==> src/rtl/bus_pkg.sv <==
`default_nettype none
// ============================================================================
// Module : bus_pkg
// Brief  : Shared constants and FSM encoding for the wired-OR datapath bus.
// Rev    : 1.0  initial release
// ============================================================================
package bus_pkg;

    localparam int BUS_SRCS = 16;
    localparam int BUS_W    = 32;
    localparam int ID_W     = 4;

    typedef enum logic [0:0] {
        ST_IDLE  = 1'b0,
        ST_GRANT = 1'b1
    } arb_state_t;

endpackage : bus_pkg
`default_nettype wire

==> src/rtl/bus_arbiter_if.sv <==
`default_nettype none
// ============================================================================
// Module : bus_arbiter_if
// Brief  : Request/grant and lane-gating bundle between sources and arbiter.
// Rev    : 1.0  initial release
// ============================================================================
interface bus_arbiter_if #(
    parameter int N = bus_pkg::BUS_SRCS,
    parameter int W = bus_pkg::BUS_W
) ();

    logic [N-1:0]             req;
    logic [N-1:0]             last;
    logic [N*W-1:0]           data_in;
    logic [N*W-1:0]           drive_out;
    logic [N-1:0]             gnt;
    logic [bus_pkg::ID_W-1:0] gnt_id;
    logic                     bus_busy;
    logic                     hold_timeout;

    // Arbiter side
    modport slave (
        input  req, last, data_in,
        output drive_out, gnt, gnt_id, bus_busy, hold_timeout
    );

    // Source side
    modport master (
        output req, last, data_in,
        input  drive_out, gnt, gnt_id, bus_busy, hold_timeout
    );

endinterface : bus_arbiter_if
`default_nettype wire

==> src/rtl/bus_arbiter_rr_pick.sv <==
`default_nettype none
// ============================================================================
// Module : rr_pick
// Brief  : Combinational round-robin picker; first eligible requester found
//          scanning upward from the pointer, wrapping N-1 -> 0.
// Rev    : 1.0  initial release
// ============================================================================
module rr_pick
    import bus_pkg::*;
#(
    parameter int N = BUS_SRCS
) (
    input  logic [N-1:0]    req_i,
    input  logic [ID_W-1:0] ptr_i,
    input  logic [N-1:0]    excl_i,
    output logic [N-1:0]    pick_o,
    output logic [ID_W-1:0] idx_o,
    output logic            valid_o
);

    logic [N-1:0]  w_cand;
    logic [ID_W:0] w_sum;

    assign w_cand = req_i & ~excl_i;

    always_comb begin
        pick_o  = '0;
        idx_o   = '0;
        valid_o = 1'b0;
        w_sum   = '0;
        for (int i = 0; i < N; i++) begin
            w_sum = {1'b0, ptr_i} + (ID_W+1)'(i);
            if (w_sum >= (ID_W+1)'(N)) begin
                w_sum = w_sum - (ID_W+1)'(N);
            end
            if (!valid_o && w_cand[w_sum[ID_W-1:0]]) begin
                valid_o                   = 1'b1;
                pick_o[w_sum[ID_W-1:0]]   = 1'b1;
                idx_o                     = w_sum[ID_W-1:0];
            end
        end
    end

endmodule : rr_pick
`default_nettype wire

==> src/rtl/bus_arbiter.sv <==
`default_nettype none
// ============================================================================
// Module : bus_arbiter
// Brief  : Round-robin source arbiter for the wired-OR datapath bus; grants
//          one source at a time and zeroes every ungranted lane.
// Rev    : 1.0  initial release
// ============================================================================
module bus_arbiter
    import bus_pkg::*;
#(
    parameter int N        = BUS_SRCS,
    parameter int W        = BUS_W,
    parameter int MAX_HOLD = 8
) (
    input  logic          clk,
    input  logic          reset,
    bus_arbiter_if.slave  bus
);

    arb_state_t      state_q, state_d;
    logic [ID_W-1:0] ptr_q, ptr_d;
    logic [7:0]      cnt_q, cnt_d;
    logic [N-1:0]    gnt_q, gnt_d;
    logic [ID_W-1:0] gnt_id_q, gnt_id_d;
    logic            hto_q, hto_d;

    logic [ID_W-1:0] w_next_ptr;
    logic [ID_W-1:0] w_pick_ptr;
    logic [N-1:0]    w_excl;
    logic [N-1:0]    w_pick;
    logic [ID_W-1:0] w_pick_idx;
    logic            w_pick_valid;
    logic            w_timeout;
    logic            w_release;

    assign w_next_ptr = (gnt_id_q == ID_W'(N-1)) ? '0 : gnt_id_q + 1'b1;

    // While granted, the picker already looks past the current owner so a
    // release can hand over in the same edge without an idle bubble.
    assign w_pick_ptr = (state_q == ST_GRANT) ? w_next_ptr : ptr_q;
    assign w_excl     = (state_q == ST_GRANT) ? gnt_q : '0;

    rr_pick #(.N(N)) u_pick (
        .req_i   (bus.req),
        .ptr_i   (w_pick_ptr),
        .excl_i  (w_excl),
        .pick_o  (w_pick),
        .idx_o   (w_pick_idx),
        .valid_o (w_pick_valid)
    );

    assign w_timeout = (cnt_q == 8'(MAX_HOLD));
    assign w_release = !bus.req[gnt_id_q] || bus.last[gnt_id_q] || w_timeout;

    always_comb begin
        state_d  = state_q;
        ptr_d    = ptr_q;
        cnt_d    = cnt_q;
        gnt_d    = gnt_q;
        gnt_id_d = gnt_id_q;
        hto_d    = 1'b0;
        case (state_q)
            ST_IDLE: begin
                if (w_pick_valid) begin
                    state_d  = ST_GRANT;
                    gnt_d    = w_pick;
                    gnt_id_d = w_pick_idx;
                    cnt_d    = 8'd1;
                end
            end
            ST_GRANT: begin
                if (w_release) begin
                    hto_d = w_timeout;
                    ptr_d = w_next_ptr;
                    if (w_pick_valid) begin
                        gnt_d    = w_pick;
                        gnt_id_d = w_pick_idx;
                        cnt_d    = 8'd1;
                    end else begin
                        state_d  = ST_IDLE;
                        gnt_d    = '0;
                        gnt_id_d = '0;
                        cnt_d    = 8'd0;
                    end
                end else begin
                    cnt_d = cnt_q + 8'd1;
                end
            end
            default: begin
                state_d  = ST_IDLE;
                gnt_d    = '0;
                gnt_id_d = '0;
                cnt_d    = 8'd0;
            end
        endcase
    end

    always_ff @(posedge clk) begin
        if (reset) begin
            state_q  <= ST_IDLE;
            ptr_q    <= '0;
            cnt_q    <= 8'd0;
            gnt_q    <= '0;
            gnt_id_q <= '0;
            hto_q    <= 1'b0;
        end else begin
            state_q  <= state_d;
            ptr_q    <= ptr_d;
            cnt_q    <= cnt_d;
            gnt_q    <= gnt_d;
            gnt_id_q <= gnt_id_d;
            hto_q    <= hto_d;
        end
    end

    assign bus.gnt          = gnt_q;
    assign bus.gnt_id       = gnt_id_q;
    assign bus.bus_busy     = (state_q == ST_GRANT);
    assign bus.hold_timeout = hto_q;

    // Lane gating keeps the OR-combined bus equal to the owner's data alone
    generate
        for (genvar gi = 0; gi < N; gi++) begin : g_lane
            assign bus.drive_out[gi*W +: W] = bus.data_in[gi*W +: W] & {W{gnt_q[gi]}};
        end
    endgenerate

endmodule : bus_arbiter
`default_nettype wire

==> src/flat_wrapper.sv <==
// flat-port wrapper written by rule: the top's interface ports become plain ports
module bus_arbiter_flat import bus_pkg::*;
#(
    parameter int N        = BUS_SRCS,
    parameter int W        = BUS_W,
    parameter int MAX_HOLD = 8
)
  (clk, reset, bus_req, bus_last, bus_data_in, bus_drive_out, bus_gnt, bus_gnt_id, bus_bus_busy, bus_hold_timeout);
  bus_arbiter_if #(.N(N), .W(W)) bus_i ();
  input  logic clk;
  input  logic reset;
  input wire logic [$bits(bus_i.req)-1:0] bus_req;
  input wire logic [$bits(bus_i.last)-1:0] bus_last;
  input wire logic [$bits(bus_i.data_in)-1:0] bus_data_in;
  output wire logic [$bits(bus_i.drive_out)-1:0] bus_drive_out;
  output wire logic [$bits(bus_i.gnt)-1:0] bus_gnt;
  output wire logic [$bits(bus_i.gnt_id)-1:0] bus_gnt_id;
  output wire logic [$bits(bus_i.bus_busy)-1:0] bus_bus_busy;
  output wire logic [$bits(bus_i.hold_timeout)-1:0] bus_hold_timeout;
  assign bus_i.req = bus_req;
  assign bus_i.last = bus_last;
  assign bus_i.data_in = bus_data_in;
  assign bus_drive_out = bus_i.drive_out;
  assign bus_gnt = bus_i.gnt;
  assign bus_gnt_id = bus_i.gnt_id;
  assign bus_bus_busy = bus_i.bus_busy;
  assign bus_hold_timeout = bus_i.hold_timeout;
  bus_arbiter #(.N(N), .W(W), .MAX_HOLD(MAX_HOLD)) u_core (.clk(clk), .reset(reset), .bus(bus_i));
endmodule
==> config.mk <==
export PLATFORM = sky130hd
export DESIGN_NAME = bus_arbiter_flat
export DESIGN_NICKNAME = d
export VERILOG_FILES = /design/src/rtl/bus_pkg.sv /design/src/rtl/bus_arbiter_if.sv /design/src/rtl/bus_arbiter_rr_pick.sv /design/src/rtl/bus_arbiter.sv /design/src/flat_wrapper.sv
export SDC_FILE = /design/constraint.sdc
export NUM_CORES = 1
export LEC_CHECK = 0
export BUFFER_PORTS_ARGS = -buffer_cell sky130_fd_sc_hd__buf_2
export CAP_MARGIN = 0
export CORE_AREA = 2 2 423 425
export DETAILED_ROUTE_END_ITERATION = 7
export DIE_AREA = 0 0 425 427
export PLACE_DENSITY = 0.3
export SLEW_MARGIN = 30
export SYNTH_ARGS = -nofsm -noshare
export SYNTH_HDL_FRONTEND = slang
export SYNTH_SLANG_ARGS = --single-unit
==> constraint.sdc <==
create_clock -name clk -period 5.5 [get_ports clk]
set_input_delay 0.55 -clock clk [delete_from_list [all_inputs] [get_ports clk]]
set_output_delay 0.55 -clock clk [all_outputs]
set_load 0.05 [all_outputs]
==> flow_summary.ini, run 1 <==
[run_status]
status = finished clean

[clocking]
cts_setup_buffers = 0
cts_htree_levels = 2
cts_max_path_buffers = 2
cts.clk_slew.worst_paths_ns = 0.06
ctsHoldBuffers = 0
clock-sinks = 34
cts-root-buf = clkbuf_16
clk_latency_ns = 0.31
cts_resized = 0
cts_tree = done
numCtsBuffers = 5

[final_layout]
regArea_um2 = 694
finalInstanceArea_mm2 = 0.0184
drive_gt1_share_pct = 50.7
final_nets = 3034
fillers = 20992
final_util_pct = 10.4
multi_input_area_mm2 = 0.00826
area_growth_pct = 92.7

[die]
pin_count = 1080
start_util_pct = 5.39
core_area_mm2 = 0.177
die-area_mm2 = 0.181
die_height_um = 427
row_count = 155
fp.dieW_um = 425

[sta]
fmax_ghz = 0.202
fin_tns_setup_ns = 0
max_slew_margin_pct = 39.3
final-setup-viol-count = 0
tightest_slew_ns = 0.904
fin_crit_sh_pct = 89.9
clock_skew_ns = 0.0142
slew_viol_final = 0
period_needed_ns = 4.94
rsz0062_at_grt = no
finalHoldViolations = 0

[place]
gp_congestion = 0.999
post_dp_cell_area_mm2 = 0.0182
io_buffers = 1079
hpwl_um = 112000

[power_and_ir_drop]
power.density_mw_per_mm2 = 408
netSwitchingPower_uw = 5130
p_leak_uw = 0.00925
p_sw_share_pct = 68.4
internal-power_uw = 2370
pwr-share-clk_pct = 4.5
power_frac_seq_pct = 4.9
pwr-share-comb_pct = 90.6
ir_drop_uv = 208

[global_routing]
grt_overflow = 0
grt_pass1_vias = 15055
grt_max_degree = 37
antenna_found_initial = 121
grt_util_all_layers_pct = 13.0
grt_pass1_wl_um = 158000

[logic_synthesis]
synthTopCellsByCount = and2_1 (521), nor2_1 (94), nand2_1 (85)
synth_flop_cell = dfxtp_1
synth_edf_count = 0
ys_seq_area_share_pct = 7.13
synth_cells = 1402
syn_nets = 1964
synth_most_common_cell = and2_1
synthTopCellsByArea = and2_1 (34%), dfxtp_1 (7.1%), mux2i_1 (4.9%), mux4_2 (4.0%), nor2_1 (3.7%)
syn_avg_cell_area_um2 = 6.81
synth-seq-cells = 34
async_flop_share_pct = 0
synth_warnings = 0
synth.cell_area_mm2 = 0.00955
synth_cell_type_count = 88
synth.top_cell.area_share_pct = 34.1
yosys.area.top_type = and2_1

[detailed_routing]
wire_per_inst_um = 26.1
via_per_inst = 3.35
ant_nets = 0
drc = 0
vias = 16254
drt-initial-drc-count = 1554
drt_wl_total_um = 127000
detail_route.first_pass.iterations = 7

[worst_setup_path]
cp_max_fo = 14
crit_arrival_ns = 5.13
worstSetupEndpointType = register
path_class = reg -> reg
required_ns = 5.69
crit_path_start_kind = register

[worst_hold_path]
hold_path_class = reg -> reg

[run]
max_cap_viol_count = 0
[sequential cells by signal (all words and copies together) (netlist names)]
register / count
u_core.ptr_q: 4
u_core.bus.gnt_id: 4
u_core.bus.hold_timeout: 1
u_core.bus.gnt: 16
u_core.cnt_q: 8
u_core.bus.bus_busy: 1
[through the flow]
step,total power (uW),hold slack [ns],cells,setup WS (ns)
2_1_floorplan,4390,0.458,1402,0.254
3_3_place_gp,7200,0.485,4820,0.747
3_5_place_dp,7090,0.495,4820,0.685
4_1_cts,7450,0.504,4828,0.643
5_1_grt,7850,0.529,4839,0.431
6_report,7500,0.501,4848,0.556
[final cells by class]
class                           instances  area share, %
Antenna cell                           20          0.272
Clock buffer                            8          0.904
Inverter                               29          0.592
Multi-Input combinational cell       1225           44.9
Sequential cell                        34           3.77
Tap cell                             2355           16.0
Timing Repair Buffer                 1177           33.5
[cells by family after synthesis]
| group | after synthesis | synth area share [%] |
|---|---|---|
| buf+inv | 143 | 6.42 |
| flops | 34 | 7.13 |
| fa+ha+maj | 16 | 2.10 |
| mux | 84 | 11.6 |
| compound gates | 266 | 20.2 |
| simple gates | 843 | 50.6 |
| xor+xnor | 16 | 2.02 |
[power groups by stage]
stage	Combinational [uW]	Sequential [uW]	Clock, uW
after global routing	7130	365	356
final	6800	365	337
after CTS	6740	359	345
after global placement	6840	369	0
after detailed placement	6730	364	0
after floorplan	3940	443	0
[layer usage]
| layer | up-vias | part of all wire (%) | GRT usage (%) |
|---|---|---|---|
| met5 | - | 0.040 | 0 |
| met4 | 8 | 1.7 | 1.34 |
| met3 | 178 | 8.3 | 3.02 |
| met2 | 1077 | 42 | 18.9 |
| met1 | 7925 | 49 | 19.6 |
| li1 | 7066 | - | - |
[placed cells by master, fill, tap and decap left out, types with 7 or more instances in the layout]
cell | netlist | final
buf_2 | 19 | 1079
and2_1 | 521 | 521
buf_4 | 6 | 95
nor2_1 | 94 | 94
nand2_1 | 85 | 85
mux2i_1 | 47 | 46
a21oi_1 | 43 | 43
o21ai_0 | 34 | 34
nor3_1 | 30 | 30
nand3_1 | 26 | 26
inv_1 | 25 | 25
dfxtp_1 | 34 | 23
o211ai_1 | 22 | 22
nand4_1 | 21 | 21
diode_2 | 0 | 20
o32ai_1 | 18 | 18
mux4_2 | 17 | 17
a211oi_1 | 17 | 17
o22ai_1 | 17 | 17
mux2_2 | 16 | 16
o221ai_1 | 16 | 16
ha_1 | 16 | 16
and3_1 | 14 | 14
xnor2_1 | 11 | 11
dfxtp_2 | 0 | 11
a221oi_1 | 9 | 9
a21boi_0 | 8 | 8
a21boi_1 | 8 | 8
and4_1 | 8 | 8
a31oi_1 | 8 | 8
nand2b_1 | 7 | 7
nor2b_1 | 7 | 7
nor4_1 | 7 | 7
[critical path: stages (launching register included)]
cell and delay (ns):
dfxtp_1 0.33, ha_1 0.26, a31oi_2 0.28, mux2i_4 0.19, ha_1 0.58, mux4_2 0.62
mux2_2 0.33, mux2_2 0.38, and3_1 0.31, nand4_1 0.18, buf_12 0.17, o221ai_1 0.13
a211oi_1 0.52, o311ai_0 0.26, o31a_1 0.29
[final timing paths]
| path | startpoint | end | slack [ns] | cells past startpoint |
|---|---|---|---|---|
| max | u_core.bus.gnt_id[0] | u_core.bus.gnt[9] | 0.56 | 14 |
| min | u_core.cnt_q[7] | u_core.cnt_q[7] | 0.50 | 2 |
| min reg2reg | u_core.cnt_q[7] | u_core.cnt_q[7] | 0.50 | 2 |
| max reg2reg | u_core.bus.gnt_id[0] | u_core.bus.gnt[9] | 0.56 | 14 |
Note: power is estimated with default switching activity, not from simulation.
==> run 2, diff against run 1 <==
CORE_AREA = 2 2 424 426   (was 2 2 423 425)
DIE_AREA = 0 0 426 428   (was 0 0 425 427)
MAX_ROUTING_LAYER = met4   (was default)
clock period = 6 ns   (was 5.5 ns; I/O delays follow)
==> flow_summary.ini, run 2 (synthesis results as in run 1) <==
[run_status]
status = finished clean

[clocking]
clock-sinks = 34
clk_latency_ns = 0.31
cts_setup_buffers = 0
ctsHoldBuffers = 0
cts.clk_slew.worst_paths_ns = 0.06
cts_htree_levels = 2
cts_tree = done
cts_resized = 0
numCtsBuffers = 5
cts_max_path_buffers = 2
cts-root-buf = clkbuf_16

[sta]
final-setup-viol-count = 0
fin_crit_sh_pct = 85.3
rsz0062_at_grt = no
fin_tns_setup_ns = 0
fmax_ghz = 0.195
max_slew_margin_pct = 38.7
period_needed_ns = 5.12
finalHoldViolations = 0
whs_ns = 0.511
tightest_slew_ns = 0.920
clock_skew_ns = 0.0150
slew_viol_final = 0

[final_layout]
fillers = 21044
finalInstanceArea_mm2 = 0.0185
area_growth_pct = 93.4
drive_gt1_share_pct = 51.0
final_nets = 3047
largest_register_ffs = 16
final_cell_mix = buf_2 (1,079), and2_1 (521), buf_4 (109), nor2_1 (94), nand2_1 (85)
final_common_cell = buf_2

[worst_setup_path]
required_ns = 6.18
crit_arrival_ns = 5.30
crit_family = multiplexers
cp_cell_sequence = ha_1, a31oi_2, mux2i_4, ha_1, mux4_2, mux2_2, mux2_2, and3_1, nand4_1, buf_4, o221ai_1, or4_1, nor4_1, o21ai_0
cpMaxStageDelayCell = mux4_2
worstSetupEndpointType = register
slowest_delay_ns = 0.60
critPathBufInv = 1
path_class = reg -> reg
crit_path_start_kind = register
cp_max_fo = 10

[place]
gp_congestion = 0.937
hpwl_um = 112000
io_buffers = 1079
post_dp_cell_area_mm2 = 0.0183

[detailed_routing]
detail_route.first_pass.iterations = 5
via_per_inst = 3.27
wl_met2_um = 54200
route.met3.wl_um = 9210
ant_nets = 0
top_layer = met4
wire_per_inst_um = 26.1
drt-initial-drc-count = 1495
vias = 15905
wl_met1_um = 62400
drt_wl_total_um = 127000
drc = 0

[die]
fp.dieW_um = 426
start_util_pct = 5.38
die-area_mm2 = 0.182
core_area_mm2 = 0.178
die_height_um = 428
pin_count = 1080
row_count = 155

[power_and_ir_drop]
ir_drop_uv = 187
power.density_mw_per_mm2 = 372
p_leak_uw = 0.00930

[global_routing]
grt_pass1_vias = 15142
grt_util_all_layers_pct = 13.5
grt_pass1_wl_um = 161000
grt_overflow = 0
antenna_found_initial = 98
grt_max_degree = 37

[worst_hold_path]
hold_path_class = reg -> reg

[run]
max_cap_viol_count = 0
[run 2: area by class of cell]
| cell class | instances | area, um2 | share of cell area, % |
|---|---|---|---|
| antenna | 23 | 57.6 | 0.312 |
| clock buffer | 7 | 143 | 0.772 |
| clock inverter | 1 | 5.00 | 0.0271 |
| inverter | 29 | 109 | 0.589 |
| multi-input combinational | 1225 | 8260 | 44.7 |
| sequential | 34 | 696 | 3.77 |
| tap | 2355 | 2950 | 15.9 |
| timing repair buffer | 1190 | 6260 | 33.9 |
[run 2: final timing paths]
kind / start / cells past startpoint / end / slack [ns]
max reg2reg: u_core.bus.gnt_id[1] / 14 / u_core.bus.gnt[5] / 0.88
min reg2reg: u_core.cnt_q[3] / 2 / u_core.cnt_q[3] / 0.51
min: u_core.cnt_q[3] / 2 / u_core.cnt_q[3] / 0.51
max: u_core.bus.gnt_id[1] / 14 / u_core.bus.gnt[5] / 0.88
[run 2: through the flow]
stage | util [%] | std cells | total power, uW | worst slack (ns)
final | 10.4 | 4864 | 6880 | 0.882
after global routing | 10.4 | 4844 | 7220 | 0.648
after CTS | 10.4 | 4841 | 6870 | 0.934
after detailed placement | 10.3 | 4833 | 6560 | 0.944
after global placement | 10.3 | 4833 | 6690 | 0.969
after floorplan | - | 1402 | 4020 | 0.754
[run 2: worst min-delay path, cell delays in order, from the launching register on]
cell	delay (ns)
dfxtp_1	0.33
o21ai_0	0.08
a21oi_1	0.06
[run 2: where the power goes]
group / internal (uW) / total, uW / leakage, uW / switching [uW]
combinational: 1750 / 6250 / 0.00894 / 4500
sequential: 267 / 340 / 0.000282 / 73.2
clock: 166 / 292 / 0.0000740 / 127
[run 2: metal layers]
| layer | vias to the layer above | GRT usage [%] |
|---|---|---|
| met2 | 981 | 20.1 |
| met4 | 0 | 0.620 |
| met1 | 7686 | 20.1 |
| met5 | - | - |
| met3 | 140 | 1.79 |
| li1 | 7098 | - |
